--- config.mk ---
export PLATFORM = sky130hd
export DESIGN_NAME = round_timer
export DESIGN_NICKNAME = d
export VERILOG_FILES = /design/src/rtl/round_timer.sv
export SDC_FILE = /design/constraint.sdc
export NUM_CORES = 1
export LEC_CHECK = 0
export ABC_CLOCK_PERIOD_IN_PS = 3900
export CORE_ASPECT_RATIO = 2
export CORE_MARGIN = 5
export CORE_UTILIZATION = 45
export DETAILED_ROUTE_END_ITERATION = 10
export GPL_TIMING_DRIVEN = 0
export PLACE_DENSITY_LB_ADDON = 0.15
export RECOVER_POWER = 50
export SLEW_MARGIN = 15
export SYNTH_ARGS = -nofsm -noshare
export SYNTH_HDL_FRONTEND = slang
export SYNTH_SLANG_ARGS = --single-unit
--- constraint.sdc ---
create_clock -name masterclk -period 3.9 [get_ports masterclk]
set_input_delay 0.585 -clock masterclk [delete_from_list [all_inputs] [get_ports masterclk]]
set_output_delay 0.585 -clock masterclk [all_outputs]
set_load 0.01 [all_outputs]
--- src/rtl/round_timer.sv ---
// Round countdown timer with hit scoring and a four-digit multiplexed
// seven-segment display (time_left on digits 0-1, score on digits 2-3).
module round_timer #(
    parameter int unsigned START_SECS = 10
) (
    input  logic       masterclk,
    input  logic       rst,
    input  logic       onehzclk,
    input  logic       fastclk,
    input  logic       start,
    input  logic       hit,
    output logic [6:0] time_left,
    output logic [6:0] score,
    output logic       expired,
    output logic [3:0] Anode_Activate,
    output logic [6:0] LED_out
);

    localparam logic [6:0] LP_START     = 7'(START_SECS);
    localparam logic [6:0] LP_SCORE_MAX = 7'd99;

    typedef enum logic [1:0] {
        ST_IDLE,
        ST_RUN,
        ST_EXPIRED
    } state_t;

    state_t      r_state;
    state_t      w_state_nxt;
    logic [6:0]  r_time_left;
    logic [6:0]  w_time_nxt;
    logic [6:0]  r_score;
    logic [6:0]  w_score_nxt;
    logic        r_expired;
    logic        r_onehz_prev;
    logic        r_fast_prev;
    logic        w_sec_tick;
    logic        w_refresh_tick;
    logic [1:0]  r_idx;
    logic [3:0]  r_anode;
    logic [6:0]  r_led;
    logic [3:0]  w_digit;
    logic [3:0]  w_anode_nxt;
    logic [6:0]  w_led_nxt;

    function automatic logic [3:0] bcd_ones(input logic [6:0] v);
        return 4'(v % 7'd10);
    endfunction

    function automatic logic [3:0] bcd_tens(input logic [6:0] v);
        return 4'(v / 7'd10);
    endfunction

    // Edge detectors track their inputs even during reset, so the first
    // cycle after release never sees a stale low "previous" value.
    always_ff @(posedge masterclk) begin
        r_onehz_prev <= onehzclk;
        r_fast_prev  <= fastclk;
    end

    assign w_sec_tick     = onehzclk & ~r_onehz_prev;
    assign w_refresh_tick = fastclk  & ~r_fast_prev;

    always_ff @(posedge masterclk) begin
        if (rst) begin
            r_state     <= ST_IDLE;
            r_time_left <= LP_START;
            r_score     <= '0;
            r_expired   <= 1'b0;
        end else begin
            r_state     <= w_state_nxt;
            r_time_left <= w_time_nxt;
            r_score     <= w_score_nxt;
            r_expired   <= (w_state_nxt == ST_EXPIRED);
        end
    end

    always_comb begin
        w_state_nxt = r_state;
        w_time_nxt  = r_time_left;
        w_score_nxt = r_score;
        case (r_state)
            ST_IDLE: begin
                w_time_nxt  = LP_START;
                w_score_nxt = '0;
                if (start) begin
                    w_state_nxt = ST_RUN;
                end
            end
            ST_RUN: begin
                // A hit takes precedence over a coincident second tick.
                if (hit) begin
                    w_time_nxt  = LP_START;
                    w_score_nxt = (r_score >= LP_SCORE_MAX) ? LP_SCORE_MAX : r_score + 7'd1;
                end else if (w_sec_tick) begin
                    if (r_time_left <= 7'd1) begin
                        w_time_nxt  = '0;
                        w_state_nxt = ST_EXPIRED;
                    end else begin
                        w_time_nxt = r_time_left - 7'd1;
                    end
                end
            end
            ST_EXPIRED: begin
                w_time_nxt = '0;
                if (start) begin
                    w_state_nxt = ST_RUN;
                    w_time_nxt  = LP_START;
                    w_score_nxt = '0;
                end
            end
            default: begin
                w_state_nxt = ST_IDLE;
                w_time_nxt  = LP_START;
                w_score_nxt = '0;
            end
        endcase
    end

    always_comb begin
        case (r_idx)
            2'd0:    w_digit = bcd_ones(r_time_left);
            2'd1:    w_digit = bcd_tens(r_time_left);
            2'd2:    w_digit = bcd_ones(r_score);
            default: w_digit = bcd_tens(r_score);
        endcase
    end

    always_comb begin
        case (r_idx)
            2'd0:    w_anode_nxt = 4'b1110;
            2'd1:    w_anode_nxt = 4'b1101;
            2'd2:    w_anode_nxt = 4'b1011;
            default: w_anode_nxt = 4'b0111;
        endcase
    end

    always_comb begin
        case (w_digit)
            4'd0:    w_led_nxt = 7'b0000001;
            4'd1:    w_led_nxt = 7'b1001111;
            4'd2:    w_led_nxt = 7'b0010010;
            4'd3:    w_led_nxt = 7'b0000110;
            4'd4:    w_led_nxt = 7'b1001100;
            4'd5:    w_led_nxt = 7'b0100100;
            4'd6:    w_led_nxt = 7'b0100000;
            4'd7:    w_led_nxt = 7'b0001111;
            4'd8:    w_led_nxt = 7'b0000000;
            4'd9:    w_led_nxt = 7'b0000100;
            default: w_led_nxt = 7'b1111111;
        endcase
    end

    // Display refreshes in every state; outputs lag index/values by one cycle.
    always_ff @(posedge masterclk) begin
        if (rst) begin
            r_idx   <= '0;
            r_anode <= '1;
            r_led   <= '1;
        end else begin
            r_idx   <= r_idx + {1'b0, w_refresh_tick};
            r_anode <= w_anode_nxt;
            r_led   <= w_led_nxt;
        end
    end

    assign time_left      = r_time_left;
    assign score          = r_score;
    assign expired        = r_expired;
    assign Anode_Activate = r_anode;
    assign LED_out        = r_led;

endmodule

==> flow_summary.ini <==
[cts]
clock_tree_from_tritoncts = done
htree_levels = 2
cts_made_buffers = 5
clock_tree.root_cell = sky130_fd_sc_hd__clkbuf_16
clock_sinks = 32
clock_tree.buffer_depth = 2
clkLatencyLatePin_ps = 280
number_of_buffers_added_to_fix_hold_violations_after_cts = 0
path_clk_slew_ps = 50

[layout]
antennaDiodeCount = 0
drive_above_1_share_pct = 16.9
finish.cell_count_without_fillers = 421
fin_nets = 382
areaGrowthSynthToFinish_pct = 27.1

[routing]
average_wire_per_standard_cell_um = 17.4
top_layer_used = met4
wl_met2_mm = 3.97
initialDrtViolationCount = 116
drc_errors = 0
antenna_violating_nets_post_route = 0
post_drt_via_cell_ratio = 6.03
drt-pass1-iter-count = 4
met3_wirelength_um = 232
routed_wirelength_mm = 7.31
detail_route.wirelength.met1_mm = 2.89
number_of_vias_in_the_routed_layout = 2537

[job]
maxCapViolations = 0

[logic_synthesis]
syn-cell-area_um2 = 2630
synth_edf_count = 0
synthCells = 317
synth_simple_gate_area_share_pct = 25.5
seq_area_frac_synth_pct = 24.4
combinational_family_with_the_most_area_after_synthesis = simple AND/OR/NAND/NOR gates
yosys.area.top_type_share_pct = 24.4
xor_xnor_cell_area_share_of_the_yosys_netlist_pct = 0.999
mean_instance_size_in_the_synthesized_netlist_um2 = 8.30
post_synth_num_cell_types = 73
synthDominantAreaCellType = sky130_fd_sc_hd__dfxtp_1
ys.warnings.count = 0
synth_nets = 339
synth_compound_area_share_pct = 23.8
ys_async_sr_fraction_pct = 0
synth_top_cells_by_area = sky130_fd_sc_hd__dfxtp_1 (24%), sky130_fd_sc_hd__ha_1 (7.6%), sky130_fd_sc_hd__mux2i_1 (6.5%)
yosys-mux-area-fraction_pct = 12.0
number_of_storage_elements_in_the_synthesis_netlist = 32
synth_fa_ha_area_share_pct = 7.61
synth_flop_cell = sky130_fd_sc_hd__dfxtp_1

[critical_path]
critical_path.endpoint_type = flip-flop
timing.critical_path.fanout_max = 9
crit_arrival_ps = 3880
timing.critical_path.from_type = flip-flop
cpPeakStageDelay_ps = 400
path_cells = nor2b_4 -> buf_12 -> buf_4 -> mux2i_2 -> nand3_1 -> o21ai_0 -> a22oi_2 -> ha_2 -> buf_4 -> a221oi_1 -> or3_4 -> and4_4 -> nor3_4 -> buf_4 -> ha_1 -> nor4_4 -> a311oi_2
rr_worst_depth = 17
crit_path_frequent_cell = sky130_fd_sc_hd__buf_4
crit_slowest_cell = sky130_fd_sc_hd__a221oi_1
worst_ep_required_time_ps = 4050
crit_type = reg -> reg

[grt]
globalRoute.totalOverflow = 0
grt_pass1_wl_mm = 12.3
number_of_global_route_vias_before_repair = 2574
grt.total_usage_pct = 19.9
grt_start_max_net_pins = 12
grt_antenna_before_repair = 0

[power]
power_per_cell_area_nw_per_um2 = 301
total_leakage_power_nw = 1.32
post-layout-total-power_mw = 1.01
power.ir.vdd_worst_mv = 0.411

[sta]
fin_crit_sh_pct = 95.8
timing_hold_violations_final = 0
post-route-min-period_ps = 3730
final.hold.worst_slack_ps = 473
setup-violations-final = 0
fin_worst_skew_ps = 6.58
setup_total_negative_slack_ps = 0
max_slew_violations = 0
max_freq_mhz = 268
actual_transition_at_the_worst_max_transition_pin_ps = 761
worst_max_slew_margin_expressed_relative_to_the_limit_pct = 48.6

[place]
place.port_buffers = 31
hpwl_mm = 5.63
placed_cells_incl_taps = 409
finalWeightedCongestion = 0.970

[hold_path]
worst_hold_path.num_cells = 1
min_path_type = reg -> reg

[die]
coreArea_um2 = 5710
floorplan.die.width_um = 64.1
floorplan.die.height_um = 118
initial_core_util_pct = 46.1
top_level_ports = 32
fp-row-count = 39
total_die_area_um2 = 7570

[run_status]
run_status = complete, no violations
cells by family (layout without fill, tap and decap cells):
logic type | Yosys count | in the layout
flip-flops | 32 | 32
AO/OA/AOI/OAI | 88 | 88
adder cells (fa/ha/maj) | 16 | 16
buffers and inverters | 30 | 73
AND/OR/NAND/NOR | 120 | 120
multiplexers | 28 | 28
XOR/XNOR | 3 | 3
synth_stat cells (all sizes together) (4+ instances only):
cell type and number:
dfxtp 32, nor2 32, a21oi 21, nand2 21, mux2i 19, ha 16
o21ai 16, nor2b 13, inv 12, clkbuf 11, nand2b 10, nor3 10
mux2 9, buf 7, nand3 7, o211ai 7, a211oi 5, a311oi 4
a41oi 4
critical path: cells and delay by family (launching register included):
kind                     cells  cell delay, ps
AO/OA/AOI/OAI                4             720
buffers and inverters        4             560
flip-flops                   1             380
AND/OR/NAND/NOR              6            1160
multiplexers                 1             350
adder cells (fa/ha/maj)      2             430
sequential cells by signal (all words and copies together), names as in the netlist:
register	count
time_left	7
r_idx	2
expired	1
score	7
r_onehz_prev	1
LED_out	7
r_state	2
Anode_Activate	4
r_fast_prev	1
cells in the final DEF (no fill, tap or decap), types with 4 or more instances in the layout:
cell type	n
sky130_fd_sc_hd__a21oi_1	19
sky130_fd_sc_hd__buf_4	9
sky130_fd_sc_hd__clkbuf_1	7
sky130_fd_sc_hd__clkbuf_16	5
sky130_fd_sc_hd__clkdlybuf4s50_1	6
sky130_fd_sc_hd__dfxtp_1	30
sky130_fd_sc_hd__dlygate4sd3_1	25
sky130_fd_sc_hd__ha_1	15
sky130_fd_sc_hd__inv_1	11
sky130_fd_sc_hd__mux2_2	4
sky130_fd_sc_hd__mux2i_1	14
sky130_fd_sc_hd__nand2_1	20
sky130_fd_sc_hd__nand2b_1	10
sky130_fd_sc_hd__nand3_1	7
sky130_fd_sc_hd__nor2_1	32
sky130_fd_sc_hd__nor2b_1	11
sky130_fd_sc_hd__nor3_1	8
sky130_fd_sc_hd__o211ai_1	6
sky130_fd_sc_hd__o21ai_0	14
cell type report:
cell class,instances,area (µm²)
plain buffers,14,111
clock buffers,7,153
fillers,536,2370
well taps,61,76.3
multi-input cells,255,1930
flip-flops and latches,32,646
repair buffers,40,378
inverters,12,45.0
power by group:
part	internal [mW]	switching (mW)
Clock	0.267	0.132
Combinational	0.120	0.126
Sequential	0.350	0.0121
layer usage:
| metal | vias to the layer above | global-route usage (%) |
|---|---|---|
| met5 | - | 0 |
| met3 | 16 | 3.53 |
| met4 | 0 | 9.10 |
| met2 | 50 | 36.0 |
| met1 | 1211 | 21.6 |
| li1 | 1260 | - |
per-stage QoR:
stage               cell area [µm²]  util, %  setup slack [ps]
finish                         3340     58.5               166
global route                   3340     58.5             -11.2
CTS                            3240     56.7              10.7
detailed placement             3020     52.8              -549
global placement               3020     52.8              -503
floorplan                      2630        -               162
final timing paths:
| kind | from | endpoint | slack, ps |
|---|---|---|---|
| worst max register to register | r_idx[1] | LED_out[0] | 170 |
| worst min-delay path | r_idx[1] | Anode_Activate[3] | 470 |
| worst max-delay path | r_idx[1] | LED_out[0] | 170 |
| worst min register to register | r_idx[1] | Anode_Activate[3] | 470 |
what timing repair did:
action | CTS | global route
buffers inserted | 3 | 6
endpoints found under the setup margin | 7 | 7
pin swaps | 2 | 3
gates resized for setup | 11 | 19
hold endpoints to repair | 0 | 0
Power figures use the tool's default switching activity.
